$ cat src/rtl/ram_port_arbiter_pkg.sv
// Shared types and helpers for the RAM port arbiter.
// Lanes are extracted from buses zero-extended to LANE_BUS_W, so lanes are at most 64 bits and there are at most 8 requesters.
package ram_port_arbiter_pkg;

  typedef enum logic {
    IDLE   = 1'b0,
    LOCKED = 1'b1
  } state_e;

  // Cycles from accept to rsp_valid: RAM-drive register, RAM output register, response register.
  localparam int RSP_LATENCY = 3;

  localparam int LANE_MAX_W = 64;
  localparam int LANE_BUS_W = 8 * LANE_MAX_W;

  function automatic logic [LANE_MAX_W-1:0] get_lane(input logic [LANE_BUS_W-1:0] bus,
                                                     input int idx,
                                                     input int width);
    return LANE_MAX_W'(bus >> (idx * width));
  endfunction

endpackage

$ cat src/rtl/ram_port_arbiter_rr_pick.sv
// Combinational round-robin picker: rotate requests by the pointer, take the
// lowest set bit, then rotate the index back.
module rr_pick #(
  parameter int NUM_REQ = 4
) (
  input  logic [NUM_REQ-1:0]         req,
  input  logic [$clog2(NUM_REQ)-1:0] ptr,
  output logic [NUM_REQ-1:0]         grant,
  output logic [$clog2(NUM_REQ)-1:0] idx
);

  localparam int PW = $clog2(NUM_REQ);
  localparam int SW = PW + 1;

  logic [NUM_REQ-1:0] rot;
  logic [PW-1:0]      off;
  logic               found;
  logic [SW-1:0]      sum;

  always_comb begin
    // NOTE: every variable gets a default before any branch, so no path leaves one unassigned and no latch is inferred.
    rot   = NUM_REQ'({req, req} >> ptr);
    off   = '0;
    found = 1'b0;
    for (int i = 0; i < NUM_REQ; i++) begin
      if (!found && rot[i]) begin
        found = 1'b1;
        off   = PW'(i);
      end
    end
    sum = {1'b0, ptr} + {1'b0, off};
    if (sum >= SW'(NUM_REQ)) sum = sum - SW'(NUM_REQ);
    idx   = sum[PW-1:0];
    grant = found ? (NUM_REQ'(1) << idx) : '0;
  end

endmodule

$ cat src/rtl/ram_port_arbiter.sv
// Round-robin arbiter sharing one block-RAM port among NUM_REQ requesters,
// with locked multi-beat sequences and fixed-latency response routing.
module ram_port_arbiter
  import ram_port_arbiter_pkg::*;
#(
  parameter int NUM_REQ = 4,
  parameter int DWIDTH  = 32,
  parameter int AWIDTH  = 9
) (
  input  logic                      clk,
  input  logic                      reset_n,
  input  logic [NUM_REQ-1:0]        req_valid,
  output logic [NUM_REQ-1:0]        req_ready,
  input  logic [NUM_REQ-1:0]        req_we,
  input  logic [NUM_REQ-1:0]        req_lock,
  input  logic [NUM_REQ*AWIDTH-1:0] req_addr,
  input  logic [NUM_REQ*DWIDTH-1:0] req_wdata,
  output logic [NUM_REQ-1:0]        rsp_valid,
  output logic [DWIDTH-1:0]         rsp_rdata,
  output logic                      ram_en,
  output logic                      ram_we,
  output logic [AWIDTH-1:0]         ram_addr,
  output logic [DWIDTH-1:0]         ram_wdata,
  input  logic [DWIDTH-1:0]         ram_rdata
);

  localparam int PW     = $clog2(NUM_REQ);
  localparam int PIPE_D = RSP_LATENCY - 1;

  state_e             state_q, state_d;
  logic [PW-1:0]      ptr_q, ptr_d;
  logic [PW-1:0]      owner_q, owner_d;

  logic [NUM_REQ-1:0] pick_grant;
  logic [PW-1:0]      pick_idx;
  logic [NUM_REQ-1:0] grant;
  logic [PW-1:0]      acc_idx;
  logic               accept;
  logic               acc_we;
  logic               acc_lock;
  logic [AWIDTH-1:0]  acc_addr;
  logic [DWIDTH-1:0]  acc_wdata;

  logic [PIPE_D-1:0]  pipe_vld;
  logic [PW-1:0]      pipe_id [PIPE_D];

  rr_pick #(.NUM_REQ(NUM_REQ)) u_pick (
    .req   (req_valid),
    .ptr   (ptr_q),
    .grant (pick_grant),
    .idx   (pick_idx)
  );

  // While locked, the owner's own valid is the whole grant decision.
  always_comb begin
    grant   = '0;
    acc_idx = pick_idx;
    if (state_q == IDLE) begin
      grant = pick_grant;
    end else begin
      acc_idx        = owner_q;
      grant[owner_q] = req_valid[owner_q];
    end
  end

  // Ready is forced low while reset is asserted so nothing looks accepted.
  assign req_ready = reset_n ? grant : '0;
  assign accept    = |req_ready;
  assign acc_we    = req_we[acc_idx];
  assign acc_lock  = req_lock[acc_idx];
  assign acc_addr  = AWIDTH'(get_lane(LANE_BUS_W'(req_addr), int'(acc_idx), AWIDTH));
  assign acc_wdata = DWIDTH'(get_lane(LANE_BUS_W'(req_wdata), int'(acc_idx), DWIDTH));

  always_comb begin
    state_d = state_q;
    owner_d = owner_q;
    ptr_d   = ptr_q;
    if (accept) begin
      if (acc_lock) begin
        state_d = LOCKED;
        owner_d = acc_idx;
      end else begin
        state_d = IDLE;
        ptr_d   = (acc_idx == PW'(NUM_REQ - 1)) ? '0 : acc_idx + PW'(1);
      end
    end
  end

  always_ff @(posedge clk or negedge reset_n) begin
    // NOTE: state registers use non-blocking assignments so every flop samples pre-edge values.
    if (!reset_n) begin
      state_q <= IDLE;
      ptr_q   <= '0;
      owner_q <= '0;
    end else begin
      state_q <= state_d;
      ptr_q   <= ptr_d;
      owner_q <= owner_d;
    end
  end

  always_ff @(posedge clk or negedge reset_n) begin
    if (!reset_n) begin
      ram_en    <= 1'b0;
      ram_we    <= 1'b0;
      ram_addr  <= '0;
      ram_wdata <= '0;
    end else begin
      ram_en <= accept;
      ram_we <= accept & acc_we;
      if (accept) begin
        ram_addr  <= acc_addr;
        ram_wdata <= acc_wdata;
      end
    end
  end

  // Requester IDs ride alongside the RAM access; only the valid bits are flushed by reset.
  always_ff @(posedge clk or negedge reset_n) begin
    if (!reset_n) pipe_vld <= '0;
    else          pipe_vld <= {pipe_vld[PIPE_D-2:0], accept};
  end

  // NOTE: ID stages have no reset; they are only read when the matching valid bit is set.
  always_ff @(posedge clk) begin
    pipe_id[0] <= acc_idx;
    for (int k = 1; k < PIPE_D; k++) pipe_id[k] <= pipe_id[k-1];
  end

  always_ff @(posedge clk or negedge reset_n) begin
    if (!reset_n) begin
      rsp_valid <= '0;
      rsp_rdata <= '0;
    end else begin
      rsp_valid <= pipe_vld[PIPE_D-1] ? (NUM_REQ'(1) << pipe_id[PIPE_D-1]) : '0;
      if (pipe_vld[PIPE_D-1]) rsp_rdata <= ram_rdata;
    end
  end

endmodule

$ cat config.mk
export PLATFORM = sky130hd
export DESIGN_NAME = ram_port_arbiter
export DESIGN_NICKNAME = d
export VERILOG_FILES = /design/src/rtl/ram_port_arbiter_pkg.sv /design/src/rtl/ram_port_arbiter_rr_pick.sv /design/src/rtl/ram_port_arbiter.sv
export SDC_FILE = /design/constraint.sdc
export NUM_CORES = 1
export LEC_CHECK = 0
export CORE_MARGIN = 4
export CORE_UTILIZATION = 41
export DETAILED_ROUTE_END_ITERATION = 8
export PLACE_DENSITY = 0.88
export SYNTH_ARGS = -nofsm -noshare
export SYNTH_HDL_FRONTEND = slang
export SYNTH_SLANG_ARGS = --single-unit
$ cat constraint.sdc
create_clock -name clk -period 6 [get_ports clk]
set_input_delay 0.6 -clock clk [delete_from_list [all_inputs] [get_ports clk]]
set_output_delay 0.6 -clock clk [all_outputs]
set_load 0.05 [all_outputs]
==> results.cfg, run 1 <==
[die]
dieArea_sq_um = 13410
num_io_pins = 293
rows = 39
core_area_sq_um = 11420
die_x_microns = 115.8
initial_utilization_pct = 41.73
die_y_microns = 115.8

[synthesis]
synth_ff_type = dfrtp_1
synth_edf_count = 0
synth_fp_nets = 519
syn_area_sq_um = 4765
syn_inst = 308
avgSynthCellArea_sq_um = 15.47
ys_seq_area_share_pct = 46.32
synth-seq-cells = 89
ys_async_sr_fraction_pct = 95.51
yosys_warnings = 0
synth_cell_type_count = 47

[detailed_routing]
num_vias = 3984
wl_microns = 15990
dr.pass1.iters = 4
vias_per_cell = 5.362
drt_iter0_markers = 239
wl_per_cell_microns = 21.52
ant_nets = 0
drcViolationCount = 0

[clock_tree]
cts_root_buf = clkbuf_16
cts_sinks = 89
clkLatencyLatePin_ps = 330
numCtsBuffers = 9
clockBufferDepth = 2
post_cts_resized = 0
path_clk_slew_ps = 70
cts-htree-levels = 3
postCtsHoldBufs = 0
cts_post_setup_buffers_inserted = 0
cts_tree = yes

[global_routing]
grt_pass1_vias = 4296
track_usage_pct = 22.94
grt_antenna_before_repair = 2
grt_max_degree = 52
grt_pass1_wl_microns = 22810
grt-ovfl-total = 0

[layout]
fin_util_pct = 70.85
fin_nets = 806
drive_above_1_share_pct = 17.86
fin_area_sq_um = 8090
syn_to_final_growth_pct = 69.80
layoutNonFillerInstCount = 743

[critical_path]
arrival_ps = 3840
worst-setup-path-type = input port to output port
crit_required_ps = 5400
cp_max_fo = 6
cp-start-kind = input port
end_kind = output port

[power]
switching_share_pct = 45.00
power.switching_mw = 2.197
pwr-share-seq_pct = 22.3
intPower_mw = 2.686
p_leak_nw = 3.246
power_density_nw_per_um2 = 603.5
power.share.clock_pct = 12.1
combPwrFrac_pct = 65.5
peakVddDrop_mv = 0.3892

[placed_design]
hpwl_microns = 12870
place.gp.congestion = 0.8830
dp_cells = 727
portBuffers = 292
placed_area_sq_um = 7777

[timing]
worst_pin_slew_ps = 1099
finClkSkew_ps = 5.791
max_freq_mhz = 225.2
relSlewSlack_pct = 26.74
fin_crit_sh_pct = 74.02
fin_setup_tns_ps = 0
fin_crit_ps = 4441
finalHoldViolCount = 0
rsz0062_at_grt = false
slew_violations = 0
setup_viol = 0

[hold_path]
hold_path.class = input port to asynchronous set/reset pin

[outcome]
status = complete, no violations

[flow_run]
drv_cap = 0
## power by group through the flow
stage	clock network [mW]	registers [mW]	logic, mW
after floorplan	0	1.99	1.38
after global placement	0	1.08	3.15
after detailed placement	0	1.10	3.22
after CTS	0.606	1.09	3.23
after global routing	0.634	1.13	3.36
final	0.592	1.09	3.20
## sequential cells by signal, summed over array words and instances (netlist names)
| register | flops |
|---|---|
| ram_wdata | 32 |
| rsp_rdata | 32 |
| ram_addr | 9 |
| pipe_id | 4 |
| rsp_valid | 4 |
| owner_q | 2 |
| pipe_vld | 2 |
| ptr_q | 2 |
| ram_we | 1 |
| state_q | 1 |
## per-stage QoR
stage	power, mW	setup slack, ps	hold WS (ps)
floorplan	3.369	2760	304.4
global placement	4.228	1624	309.9
detailed placement	4.325	1452	315.0
CTS	4.929	1584	295.4
global route	5.120	1344	326.0
finish	4.883	1559	273.7
## routing by layer
metal	track usage [%]	up-vias	part of all wire, %
met4	11.83	2	4.9
met3	7.676	50	9.2
li1	-	1789	-
met5	0	-	0.050
met2	39.47	220	51
met1	25.25	1923	35
## placed cells by master (no fill, tap or decap), drive strengths merged, types with 6 or more instances in the layout
cell type and instances:
clkdlybuf4s50 291, o21ai 8, inv 7, a21oi 6, dfrtp 85, nor2 10
clkbuf 10, nand2 11, mux2 75, mux4 42
## critical path, stage by stage
cell	delay (ps)
clkdlybuf4s50_1	570
inv_1	110
o311ai_0	340
o21ai_0	150
o221ai_1	110
ha_1	200
xor2_1	220
and4_1	290
or2_2	170
nand3_1	70
o21ai_0	70
and2_1	130
clkdlybuf4s50_1	800
## cells in the mapped netlist, drive strengths merged (2+ instances only)
library cell	n	area [sq um]
dfxtp	4	80.08
nand2b	4	25.02
a31oi	2	18.77
o22ai	2	12.51
mux2	75	848.3
buf	14	98.84
a21oi	6	30.03
clkbuf	5	18.77
nand3	3	15.01
and2b	2	15.01
and2	3	18.77
nor2	10	40.04
and3	2	12.51
mux2i	3	30.03
mux4	42	1081
dfrtp	85	2127
o21ai	8	40.04
nand2	11	41.29
nor3b	3	22.52
inv	7	28.78
## final timing paths
kind | slack, ps | end | start | cells after the start
max | 1560 | req_ready[3] | req_valid[3] | 13
min | 270 | rsp_rdata[10]$_DFFE_PN0P_ | reset_n | 1
max reg2reg | 2190 | ram_wdata[3]$_DFFE_PN0P_ | ptr_q[0]$_DFFE_PN0P_ | 12
min reg2reg | 330 | pipe_id[0][2]$_DFF_P_ | pipe_id[0][0]$_DFF_P_ | 0
max in group asynchronous | 4740 | state_q$_DFFE_PN0P_ | reset_n | 2
min in group clk | 330 | pipe_id[0][2]$_DFF_P_ | pipe_id[0][0]$_DFF_P_ | 0
## final cells by class
type / instances / area, sq um
antenna: 1 / 2.502
clock buffer: 10 / 229.0
clock inverter: 5 / 81.33
fill: 769 / 3328
inverter: 7 / 28.78
multi-input combinational: 193 / 2420
sequential: 89 / 2207
tap: 143 / 178.9
timing repair buffer: 295 / 2943
## cells by family (layout without fill, tap and decap cells)
| kind of cell | Yosys count | in the layout | share of synthesized area, % |
|---|---|---|---|
| XOR/XNOR | 1 | 1 | 0.1839 |
| buffers and inverters | 26 | 317 | 3.072 |
| AO/OA/AOI/OAI | 26 | 26 | 3.834 |
| adder cells (fa/ha/maj) | 1 | 1 | 0.2626 |
| multiplexers | 120 | 120 | 41.12 |
| AND/OR/NAND/NOR | 45 | 45 | 5.199 |
| flip-flops | 89 | 89 | 46.32 |
| other | 0 | 1 | 0 |
(Power assumes the default switching activity.)
==> run 2, diff against run 1 <==
--- a/config.mk
+++ b/config.mk
@@ -6,9 +6,9 @@
 export NUM_CORES = 1
 export LEC_CHECK = 0
 export CORE_MARGIN = 4
-export CORE_UTILIZATION = 41
+export CORE_UTILIZATION = 38
 export DETAILED_ROUTE_END_ITERATION = 8
-export PLACE_DENSITY = 0.88
+export PLACE_DENSITY = 0.82
 export SYNTH_ARGS = -nofsm -noshare
 export SYNTH_HDL_FRONTEND = slang
 export SYNTH_SLANG_ARGS = --single-unit
==> constraint.sdc (replaced) <==
create_clock -name clk -period 4.6 [get_ports clk]
set_input_delay 0.46 -clock clk [delete_from_list [all_inputs] [get_ports clk]]
set_output_delay 0.46 -clock clk [all_outputs]
set_load 0.05 [all_outputs]
==> run 2 against run 1 <==
  * Worst hold slack worse by 180 ps
  * Worst setup slack got worse by 1100 ps
  * Critical path depth unchanged
  * Utilization fell by 4.2 points
  * Global-route usage decreased by 1.8 points
  * Combinational power increased by 31%
  * Final area grew 0.12%
  * Die area grew 7.3%
  * Largest cell class unchanged
  * Highest routed layer is now met4
==> results.cfg, run 2 (synthesis results as in run 1) <==
[placed_design]
portBuffers = 292
placed_area_sq_um = 7816
place.gp.congestion = 0.9660
hpwl_microns = 12590

[power]
power.switching_mw = 2.862
combPwrFrac_pct = 66.7
intPower_mw = 3.425
power_mw = 6.287
power_density_nw_per_um2 = 776.2
switching_share_pct = 45.53
peakVddDrop_mv = 0.4591
p_leak_nw = 3.233
pwr-share-seq_pct = 22.4
power.share.clock_pct = 10.9

[critical_path]
worst-setup-path-type = input port to output port
crit_start = req_valid[3]
r2r_start = ptr_q[0]$_DFFE_PN0P_
cp_max_fo = 6
r2r_end = ram_wdata[15]$_DFFE_PN0P_
ff2ff_path_depth = 12
end_kind = output port
rrSetupSlack_ps = 1300
cp-start-kind = input port
crit_required_ps = 4140
arrival_ps = 3700

[layout]
fin_area_sq_um = 8100
regArea_sq_um = 2207
final_cell_mix = 291 x clkdlybuf4s50_1, 85 x dfrtp_1, 73 x mux2_2
fin_util_pct = 66.60
multiInputGateArea_sq_um = 2420
fin_nets = 807
top_regs = ram_wdata x32, rsp_rdata x32, ram_addr x9
diodes = 0
syn_to_final_growth_pct = 70.01
final_common_cell = clkdlybuf4s50_1
nFillCells = 886
drive_above_1_share_pct = 18.14

[detailed_routing]
drt_iter0_markers = 290
num_vias = 3993
drcViolationCount = 0
dr.pass1.iters = 4
ant_nets = 0
wl_microns = 15590
vias_per_cell = 5.192
wl_per_cell_microns = 20.27

[clock_tree]
clkLatencyLatePin_ps = 330
cts_root_buf = clkbuf_16
cts_tree = yes
post_cts_resized = 0
path_clk_slew_ps = 60
postCtsHoldBufs = 0
numCtsBuffers = 9
cts_post_setup_buffers_inserted = 0
cts_sinks = 89
clockBufferDepth = 2
cts-htree-levels = 3

[global_routing]
track_usage_pct = 21.13
grt_pass1_wl_microns = 23520
grt_pass1_vias = 4256
grt_antenna_before_repair = 0
grt-ovfl-total = 0
grt_max_degree = 53

[timing]
fin_setup_tns_ps = 0
worst_pin_slew_ps = 695.5
max_freq_mhz = 240.7
rsz0062_at_grt = false
fin_crit_sh_pct = 90.33
fin_hold_ws_ps = 93.32
finalHoldViolCount = 0
setup_viol = 0
fin_crit_ps = 4155
relSlewSlack_pct = 53.63
slew_violations = 0
finClkSkew_ps = 6.272

[die]
die_x_microns = 120.0
dieArea_sq_um = 14390
initial_utilization_pct = 39.18
core_area_sq_um = 12160
die_y_microns = 120.0
num_io_pins = 293
rows = 40

[hold_path]
hold_path.class = input port to asynchronous set/reset pin

[outcome]
status = complete, no violations

[flow_run]
drv_cap = 0
[run 2: per-stage QoR]
| stage | worst slack [ps] | std cells |
|---|---|---|
| finish | 445.0 | 769 |
| global route | 224.3 | 769 |
| CTS | 506.1 | 769 |
| detailed placement | 517.7 | 753 |
| global placement | 627.9 | 753 |
| floorplan | 1589 | 308 |
[run 2: worst max-delay path, stage by stage]
cell and delay (ps):
clkdlybuf4s50_1 580, inv_1 140, nand3_1 100, o311ai_0 120, o21ai_0 120, o221ai_1 160
ha_1 220, xor2_1 160, and4_1 210, or2_2 320, o22ai_1 160, and2_1 130
clkdlybuf4s50_1 800
[run 2: worst max path at each step]
stage	endpoint	slack, ps	cells past startpoint
6_report	req_ready[1]	440	13
5_1_grt	req_ready[3]	220	13
4_1_cts	req_ready[3]	510	13
3_5_place_dp	req_ready[1]	520	13
3_3_place_gp	req_ready[1]	630	13
2_1_floorplan	req_ready[0]	1590	9
[run 2: metal layers]
layer | up-vias | track usage [%] | wire length (microns)
met5 | - | 0 | 0
met4 | 0 | 6.442 | 342
met3 | 20 | 6.739 | 1406
met2 | 225 | 36.99 | 8050
met1 | 1953 | 24.70 | 5791
li1 | 1795 | - | -
[run 2: power by group through the flow]
stage	registers, mW	logic, mW	clock network [mW]
4_1_cts	1.41	4.23	0.709
5_1_grt	1.46	4.41	0.742
6_report	1.41	4.19	0.686
3_5_place_dp	1.42	4.22	0
3_3_place_gp	1.40	4.16	0
2_1_floorplan	2.60	1.80	0
[run 2: cell type report]
class	count	area share (%)
clock buffers	12	3.167
clock inverters	4	0.3398
inverters	7	0.3553
multi-input cells	193	29.87
flip-flops and latches	89	27.25
well taps	168	2.595
repair buffers	296	36.42
